--- src/rtl/dmem_pkg.sv ---
// Shared types and constants for the data-memory access unit.
// The access FSM state enum, the default abort bound, the bubble values loaded
// into MEM/WB and the word-alignment mask all live here.
package dmem_pkg;

    typedef enum logic {
        IDLE = 1'b0,
        REQ  = 1'b1
    } dmem_state_e;

    localparam int unsigned DEFAULT_MAX_WAIT = 16;

    localparam logic        BUBBLE_REG_WRITE  = 1'b0;
    localparam logic        BUBBLE_MEM_TO_REG = 1'b0;
    localparam logic [31:0] BUBBLE_DATA       = 32'h0000_0000;
    localparam logic [4:0]  BUBBLE_RD         = 5'd0;

    localparam logic [31:0] ADDR_ALIGN_MASK = 32'hFFFF_FFFC;

    // True when the address is not on a 32-bit word boundary.
    function automatic logic is_misaligned(input logic [31:0] addr);
        return (addr & ~ADDR_ALIGN_MASK) != 32'h0;
    endfunction

endpackage

--- src/rtl/dmem_wait_timer.sv ---
// Counts cycles spent waiting in REQ and flags the last cycle allowed before
// the access is abandoned. The count saturates so it can never wrap back into
// a non-expired value.
module dmem_wait_timer
    import dmem_pkg::*;
#(
    parameter int unsigned MAX_WAIT = DEFAULT_MAX_WAIT
) (
    input  logic clk_i,
    input  logic rst_i,
    input  logic clear,
    input  logic count,
    output logic expired
);

    localparam logic [7:0] LAST_CYCLE = 8'(MAX_WAIT - 1);

    logic [7:0] cnt_q;

    // Wait counter: cleared outside REQ, advances on each unacknowledged REQ cycle.
    always_ff @(posedge clk_i) begin
        if (rst_i || clear) begin
            cnt_q <= 8'd0;
        end else if (count && (cnt_q != 8'hFF)) begin
            cnt_q <= cnt_q + 8'd1;
        end
    end

    assign expired = (cnt_q == LAST_CYCLE);

endmodule

--- src/rtl/dmem_access_unit.sv ---
// Memory-stage access unit: takes the EX/MEM bundle, runs a req/ack handshake
// with a variable-latency data memory, stalls upstream while an access is
// outstanding and registers the MEM/WB bundle (bubbles while stalled).
// Optional feature macro: DMEM_ALIGN_CHECK_EN rejects misaligned accesses with
// an error pulse; without it the low address bits are simply dropped.
module dmem_access_unit
    import dmem_pkg::*;
#(
    parameter int unsigned MAX_WAIT = DEFAULT_MAX_WAIT
) (
    input  logic        clk_i,
    input  logic        rst_i,
    input  logic        MemRead_i,
    input  logic        MemWrite_i,
    input  logic        MemToReg_i,
    input  logic        RegWrite_i,
    input  logic [31:0] ALUOut_i,
    input  logic [31:0] mux7_i,
    input  logic [4:0]  mux8_i,
    output logic        stall_o,
    output logic        err_o,
    output logic        mem_req_o,
    output logic        mem_we_o,
    output logic [31:0] mem_addr_o,
    output logic [31:0] mem_wdata_o,
    input  logic        mem_ack_i,
    input  logic [31:0] mem_rdata_i,
    output logic        RegWrite_o,
    output logic        MemToReg_o,
    output logic [31:0] ALUOut_o,
    output logic [31:0] ReadData_o,
    output logic [4:0]  RegDst_o
);

    dmem_state_e state_q, state_d;

    logic access;
    logic misaligned;
    logic start_req;
    logic complete;
    logic abort;
    logic timer_expired;
    logic in_req;

    logic        we_q;
    logic        reg_write_q;
    logic        mem_to_reg_q;
    logic [31:0] addr_q;
    logic [31:0] wdata_q;
    logic [4:0]  rd_q;

    logic        err_q;
    logic        wb_reg_write_q;
    logic        wb_mem_to_reg_q;
    logic [31:0] wb_alu_out_q;
    logic [31:0] wb_read_data_q;
    logic [4:0]  wb_rd_q;

    assign access = MemRead_i | MemWrite_i;
    assign in_req = (state_q == REQ);

`ifdef DMEM_ALIGN_CHECK_EN
    assign misaligned = access && is_misaligned(ALUOut_i);
`else
    assign misaligned = 1'b0;
`endif

    dmem_wait_timer #(
        .MAX_WAIT (MAX_WAIT)
    ) u_wait_timer (
        .clk_i   (clk_i),
        .rst_i   (rst_i),
        .clear   (!in_req),
        .count   (in_req && !mem_ack_i),
        .expired (timer_expired)
    );

    // Next-state and stall decode: stall while an access is starting or still waiting.
    always_comb begin
        state_d   = state_q;
        stall_o   = 1'b0;
        start_req = 1'b0;
        complete  = 1'b0;
        abort     = 1'b0;
        case (state_q)
            IDLE: begin
                if (access && !misaligned) begin
                    stall_o   = 1'b1;
                    start_req = 1'b1;
                    state_d   = REQ;
                end
            end
            REQ: begin
                if (mem_ack_i) begin
                    complete = 1'b1;
                    state_d  = IDLE;
                end else if (timer_expired) begin
                    abort   = 1'b1;
                    state_d = IDLE;
                end else begin
                    stall_o = 1'b1;
                end
            end
            default: begin
                state_d = IDLE;
            end
        endcase
    end

    // State register.
    always_ff @(posedge clk_i) begin
        if (rst_i) begin
            state_q <= IDLE;
        end else begin
            state_q <= state_d;
        end
    end

    // Capture the EX/MEM bundle when a request starts; a write beats a read.
    always_ff @(posedge clk_i) begin
        if (rst_i) begin
            we_q         <= 1'b0;
            reg_write_q  <= 1'b0;
            mem_to_reg_q <= 1'b0;
            addr_q       <= 32'h0;
            wdata_q      <= 32'h0;
            rd_q         <= 5'd0;
        end else if (start_req) begin
            we_q         <= MemWrite_i;
            reg_write_q  <= RegWrite_i;
            mem_to_reg_q <= MemToReg_i;
            addr_q       <= ALUOut_i;
            wdata_q      <= mux7_i;
            rd_q         <= mux8_i;
        end
    end

    // MEM/WB register: pass-through for non-memory ops, result on ack, bubble otherwise.
    always_ff @(posedge clk_i) begin
        if (rst_i) begin
            wb_reg_write_q  <= BUBBLE_REG_WRITE;
            wb_mem_to_reg_q <= BUBBLE_MEM_TO_REG;
            wb_alu_out_q    <= BUBBLE_DATA;
            wb_read_data_q  <= BUBBLE_DATA;
            wb_rd_q         <= BUBBLE_RD;
        end else if (complete) begin
            wb_reg_write_q  <= reg_write_q;
            wb_mem_to_reg_q <= mem_to_reg_q;
            wb_alu_out_q    <= addr_q;
            wb_read_data_q  <= we_q ? BUBBLE_DATA : mem_rdata_i;
            wb_rd_q         <= rd_q;
        end else if ((state_q == IDLE) && !access) begin
            wb_reg_write_q  <= RegWrite_i;
            wb_mem_to_reg_q <= MemToReg_i;
            wb_alu_out_q    <= ALUOut_i;
            wb_read_data_q  <= BUBBLE_DATA;
            wb_rd_q         <= mux8_i;
        end else begin
            wb_reg_write_q  <= BUBBLE_REG_WRITE;
            wb_mem_to_reg_q <= BUBBLE_MEM_TO_REG;
            wb_alu_out_q    <= BUBBLE_DATA;
            wb_read_data_q  <= BUBBLE_DATA;
            wb_rd_q         <= BUBBLE_RD;
        end
    end

    // One-cycle error pulse after a timeout abort or a rejected misaligned access.
    always_ff @(posedge clk_i) begin
        if (rst_i) begin
            err_q <= 1'b0;
        end else begin
            err_q <= abort || ((state_q == IDLE) && misaligned);
        end
    end

    assign err_o       = err_q;
    assign mem_req_o   = in_req;
    assign mem_we_o    = in_req && we_q;
    assign mem_addr_o  = in_req ? (addr_q & ADDR_ALIGN_MASK) : 32'h0;
    assign mem_wdata_o = in_req ? wdata_q : 32'h0;

    assign RegWrite_o = wb_reg_write_q;
    assign MemToReg_o = wb_mem_to_reg_q;
    assign ALUOut_o   = wb_alu_out_q;
    assign ReadData_o = wb_read_data_q;
    assign RegDst_o   = wb_rd_q;

endmodule

--- config.mk ---
export PLATFORM = sky130hd
export DESIGN_NAME = dmem_access_unit
export DESIGN_NICKNAME = d
export VERILOG_FILES = /design/src/rtl/dmem_pkg.sv /design/src/rtl/dmem_wait_timer.sv /design/src/rtl/dmem_access_unit.sv
export SDC_FILE = /design/constraint.sdc
export NUM_CORES = 1
export LEC_CHECK = 0
export BUFFER_PORTS_ARGS = -buffer_cell sky130_fd_sc_hd__buf_4
export CELL_PAD_IN_SITES_DETAIL_PLACEMENT = 2
export CELL_PAD_IN_SITES_GLOBAL_PLACEMENT = 2
export CORE_ASPECT_RATIO = 0.8
export CORE_UTILIZATION = 28
export DETAILED_ROUTE_END_ITERATION = 6
export PLACE_DENSITY_LB_ADDON = 0.12
export SYNTH_ARGS = -nofsm -noshare
export SYNTH_HDL_FRONTEND = slang
export SYNTH_SLANG_ARGS = --single-unit
--- constraint.sdc ---
create_clock -name clk_i -period 2.89 [get_ports clk_i]
set_clock_uncertainty 0.2 [all_clocks]
set_input_delay 0.289 -clock clk_i [delete_from_list [all_inputs] [get_ports clk_i]]
set_output_delay 0.289 -clock clk_i [all_outputs]
set_load 0.01 [all_outputs]
* Word-level counts from Yosys, hierarchy flattened
Index checks and enable logic that the tools add are counted.
Operators by class: bitwise logic cells 3, add/subtract/negate cells 1, equality and inequality tests 2, reductions and logical operators 10, muxes and demuxes 18
Operators with widths (number):
- 32-bit two-way mux | 4
- 1-bit two-way mux | 11
- 5-bit two-way mux | 2
- 8-bit by 1-bit adder with 8-bit output, second input constant | 1
- 8-bit by 4-bit equality test with 1-bit output, second input constant | 1
- 8-bit inequality test, second input constant | 1
- 3-bit OR reduction | 2
- 1-bit logical AND | 4
- 1-bit logical NOT | 3
- 1-bit inverter | 2
- 1-bit case mux with 2 select lines | 1
- 1-bit logical OR | 1
- 1-bit OR | 1
Storage, ports and cells: word-level logic and storage cells 48, register bits after elaboration 153, output and inout port bits 139, input bits 108

* Logic depth before layout (Yosys ltp)
depth in word-level cells 5, mapped depth 5, gate-level depth less buffers 4

* Hierarchy
Synthesis repeated with hierarchy kept, for this count alone.
Second synthesis, totals: cells, all modules 599, area total of the unflattened synthesis 6195.9 um^2
Modules (own cells, without submodules):
- dmem_access_unit | cells each 551, area an instance 5761.8 um^2, instances 1, seq. area each 2902.8 um^2
- dmem_wait_timer | cells each 48, area an instance 434.2 um^2, instances 1, seq. area each 160.2 um^2

* Least setup slack after synthesis
No wires, ideal clock.
kind register to output, from reg u_wait_timer.cnt_q[3], to out stall_o, path slack 1158 ps, required time 2401 ps, path buffers 1, cell stages (with the launch flop) 5, data arrival time 1243 ps, cell sequence dfxtp_1 buf_4 or4b_1 o31ai_1 nand2_1
Between the ends: cells in the longest elaborated chain, start to end 4
Ends and longest elaborated chain:
- start: declaration | line dmem_wait_timer.sv:18 | logic [7:0] cnt_q;
- start signal: assignment | line dmem_wait_timer.sv:25 | cnt_q <= cnt_q + 8'd1;
- 8-bit by 4-bit equality test with 1-bit output | line dmem_wait_timer.sv:29 | assign expired = (cnt_q == LAST_CYCLE);
- 1-bit two-way mux | line dmem_access_unit.sv:97 | end else if (timer_expired) begin
- 1-bit two-way mux | line dmem_access_unit.sv:94 | if (mem_ack_i) begin
- 1-bit case mux with 2 select lines | line dmem_access_unit.sv:85 | case (state_q)
- end: declaration | line dmem_access_unit.sv:20 | output logic stall_o,
Every way passes these cells.

* Final worst setup path
from reg state_q, in the netlist mem_req_o, to out stall_o
Between the ends: cells in the longest elaborated chain, start to end 2
Ends and longest elaborated chain:
- start: declaration | line dmem_access_unit.sv:35 | dmem_state_e state_q, state_d;
- start signal: assignment | line dmem_access_unit.sv:115 | state_q <= state_d;
- 1-bit inverter
- 1-bit case mux with 2 select lines (*) | line dmem_access_unit.sv:85
Mark *: on every way between the ends. The rest lies on a longest branch, timed or not.

==> impl_metrics.py <==
metrics = {
    "timing": {
        "fmax_mhz": 370.4,
        "slew-limit-headroom": 0.3702,
        "hold_viol": 0,
        "slew_violations": 0,
        "fin_crit_ns": 2.700,
        "finalSetupViolations": 0,
        "finalSetupTns_ns": 0,
        "rsz0062_at_grt": "no",
        "post-route-period-util": 0.9341,
        "worstMarginPinSlew_ns": 0.9421,
    },
    "die": {
        "rows": 45,
        "die_h_um": 128.2,
        "core_um2": 19200,
        "dieArea_um2": 20470,
        "die_w_um": 159.7,
        "initial_core_util": 0.2901,
        "ios": 247,
    },
    "flow_run": {
        "maxCapViolations": 0,
    },
    "pwr": {
        "power.density_nw_per_um2": 583.7,
        "finalPower_w": 0.005409,
        "ir_drop_v": 0.0003009,
        "power_leakage_nw": 4.127,
    },
    "clocking": {
        "post_cts_buffers": 0,
        "cts_tree": "yes",
        "clockBufferDepth": 2,
        "ctsResizeCount": 0,
        "clock-sinks": 153,
        "numCtsBuffers": 17,
        "cts_hold_buf": 104,
        "cts_max_level": 4,
        "cts-root-buf": "clkbuf_16",
        "path_clk_slew_ns": 0.06,
        "worstSkewPairLatency_ns": 0.43,
    },
    "detailed_routing": {
        "avgRoutedWirePerCell_um": 20.05,
        "viasPerCell": 4.693,
        "first_pass_iters": 4,
        "drtIter0Drc": 221,
        "wl_mm": 24.79,
        "drc_errors": 0,
        "postRouteAntennaNets": 0,
        "num_vias": 5800,
    },
    "layout": {
        "fillers": 2040,
        "layout-area-overhead-vs-synth_pct": 66.37,
        "fin_nets": 1075,
        "final_common_cell": "buf_4",
        "layout_common_cells": "248 x buf_4, 152 x dfxtp_1, 148 x nand2_1",
        "drive_gt1_frac": 0.2938,
    },
    "synthesis": {
        "syn_area_um2": 5570,
        "synth_cell_types": 33,
        "synthArstFlopShare": 0,
        "synth-edff-count": 0,
        "synth_ff_type": "dfxtp_1",
        "ys_warn_count": 0,
        "ys_seq_area_frac": 0.5499,
        "ys_seq_elements": 153,
        "synth_cells": 642,
        "syn_avg_cell_area_um2": 8.677,
    },
    "critical_path": {
        "critPathCaptureType": "primary output",
        "slowest_stage": "dfxtp_2",
        "critPathMaxFanout": 41,
        "cp_num_buf_inv": 2,
        "cpMostUsedCell": "buf_4",
        "worstSetupPathType": "reg -> out",
        "crit_chain": "buf_4 > nor2b_1 > o31ai_1 > nand2_1 > buf_4",
        "crit_arrival_ns": 2.21,
        "crit_family": "flip-flops",
        "cp.required_ns": 2.40,
        "start_kind": "register",
        "critPathMaxStageDelay_ns": 0.65,
    },
    "grt": {
        "grt.total_usage": 0.2461,
        "grt_remaining_overflow": 0,
        "grt_pass1_vias": 6739,
        "grtUsageMet1": 0.2570,
        "top_usage_layer": "met2",
        "use_met2": 0.4755,
        "antenna_found_initial": 1,
        "grt_pass1_wl_mm": 38.27,
        "grt_max_degree": 64,
        "met3_usage": 0.05079,
    },
    "placed_design": {
        "dp_hpwl_mm": 13.91,
        "port_buffers": 244,
        "gp_congestion": 0.7594,
    },
    "worst_hold_path": {
        "hp-class": "in -> reg",
    },
    "outcome": {
        "status": "finished, final reports clean",
    },
}
through the flow:
step                      hold WS [ns]    util  setup WS (ns)  instance area (um2)  instances
final                          0.02983  0.4827         0.1904                 9268       1236
after global routing           0.03525  0.4827        0.01879                 9268       1236
after CTS                     0.007836  0.4826         0.1660                 9265       1235
after detailed placement        0.2457  0.3964         0.6306                 7610       1101
after global placement          0.2372  0.3964         0.6961                 7610       1101
after floorplan                 0.2107       -          1.158                 5574        643
worst paths after layout:
check                           slack, ns  depth (start not counted)   startpoint             to
worst max-delay path                 0.19                          5    mem_req_o        stall_o
worst min-delay path                 0.03                          3    mem_ack_i          err_o
worst max register to register       0.56                          4    mem_req_o  ReadData_o[8]
worst min register to register       0.25                          2  wdata_q[13]    wdata_q[13]
routing by layer:
metal	part of all wire	wire [um]
met1	0.39	9617
met2	0.55	13540
met3	0.037	907
met4	0.029	716
met5	0	0
synth_stat cells, types with 2 or more instances:
master,number,area [um2]
nand2_1,148,555.5
clkbuf_1,23,86.33
a22oi_1,39,292.8
and4b_1,2,20.02
inv_1,3,11.26
and4_1,3,26.28
nor3_1,5,25.02
mux2i_1,3,30.03
nor2_1,40,150.1
and2_1,96,600.6
a21oi_1,76,380.4
o2111a_1,2,22.52
buf_2,22,110.1
buf_4,3,22.52
nand2b_1,2,12.51
nor2b_1,2,12.51
and3_1,2,12.51
clkbuf_2,3,15.01
dfxtp_1,153,3063
a211oi_1,2,15.01
worst min-delay path, stage by stage:
cell    delay, ns
buf_4        0.11
inv_1        0.05
and3_1       0.15
flip-flops by register name, indices dropped and copies added (netlist names):
name and flops:
ALUOut_o 32, ReadData_o 32, addr_q 32, wdata_q 32, u_wait_timer.cnt_q 8, RegDst_o 5
rd_q 5, MemToReg_o 1, RegWrite_o 1, err_o 1, mem_req_o 1, mem_to_reg_q 1
reg_write_q 1, we_q 1
power breakdown:
part | total [W] | leakage (nW) | internal (W) | switching [W]
sequential | 0.00228 | 1.25 | 0.00221 | 0.0000688
clock | 0.00239 | 0.294 | 0.00146 | 0.000929
combinational | 0.000739 | 2.58 | 0.000369 | 0.000371
total | 0.00541 | 4.13 | 0.00404 | 0.00137
cells by family (layout without fill, tap and decap cells):
logic type	after synthesis	count (layout)	share of synthesized area
AO/OA/AOI/OAI	126	126	0.1377
adder cells (fa/ha/maj)	1	1	0.002246
buffers and inverters	54	388	0.04402
flip-flops	153	153	0.5499
multiplexers	3	3	0.005391
other	1	3	0.0006732
AND/OR/NAND/NOR	304	304	0.2601
cell type report:
cell class / count / area [um2] / share of cell area
Multi-Input combinational cell: 436 / 2290 / 0.2471
Antenna cell: 1 / 2.502 / 0.0002700
Inverter: 3 / 11.26 / 0.001215
Clock buffer: 18 / 439.2 / 0.04739
Tap cell: 258 / 322.8 / 0.03483
Timing Repair Buffer: 355 / 2963 / 0.3197
Sequential cell: 153 / 3064 / 0.3306
Clock inverter: 12 / 175.2 / 0.01890
Power figures use the tool's default switching activity.
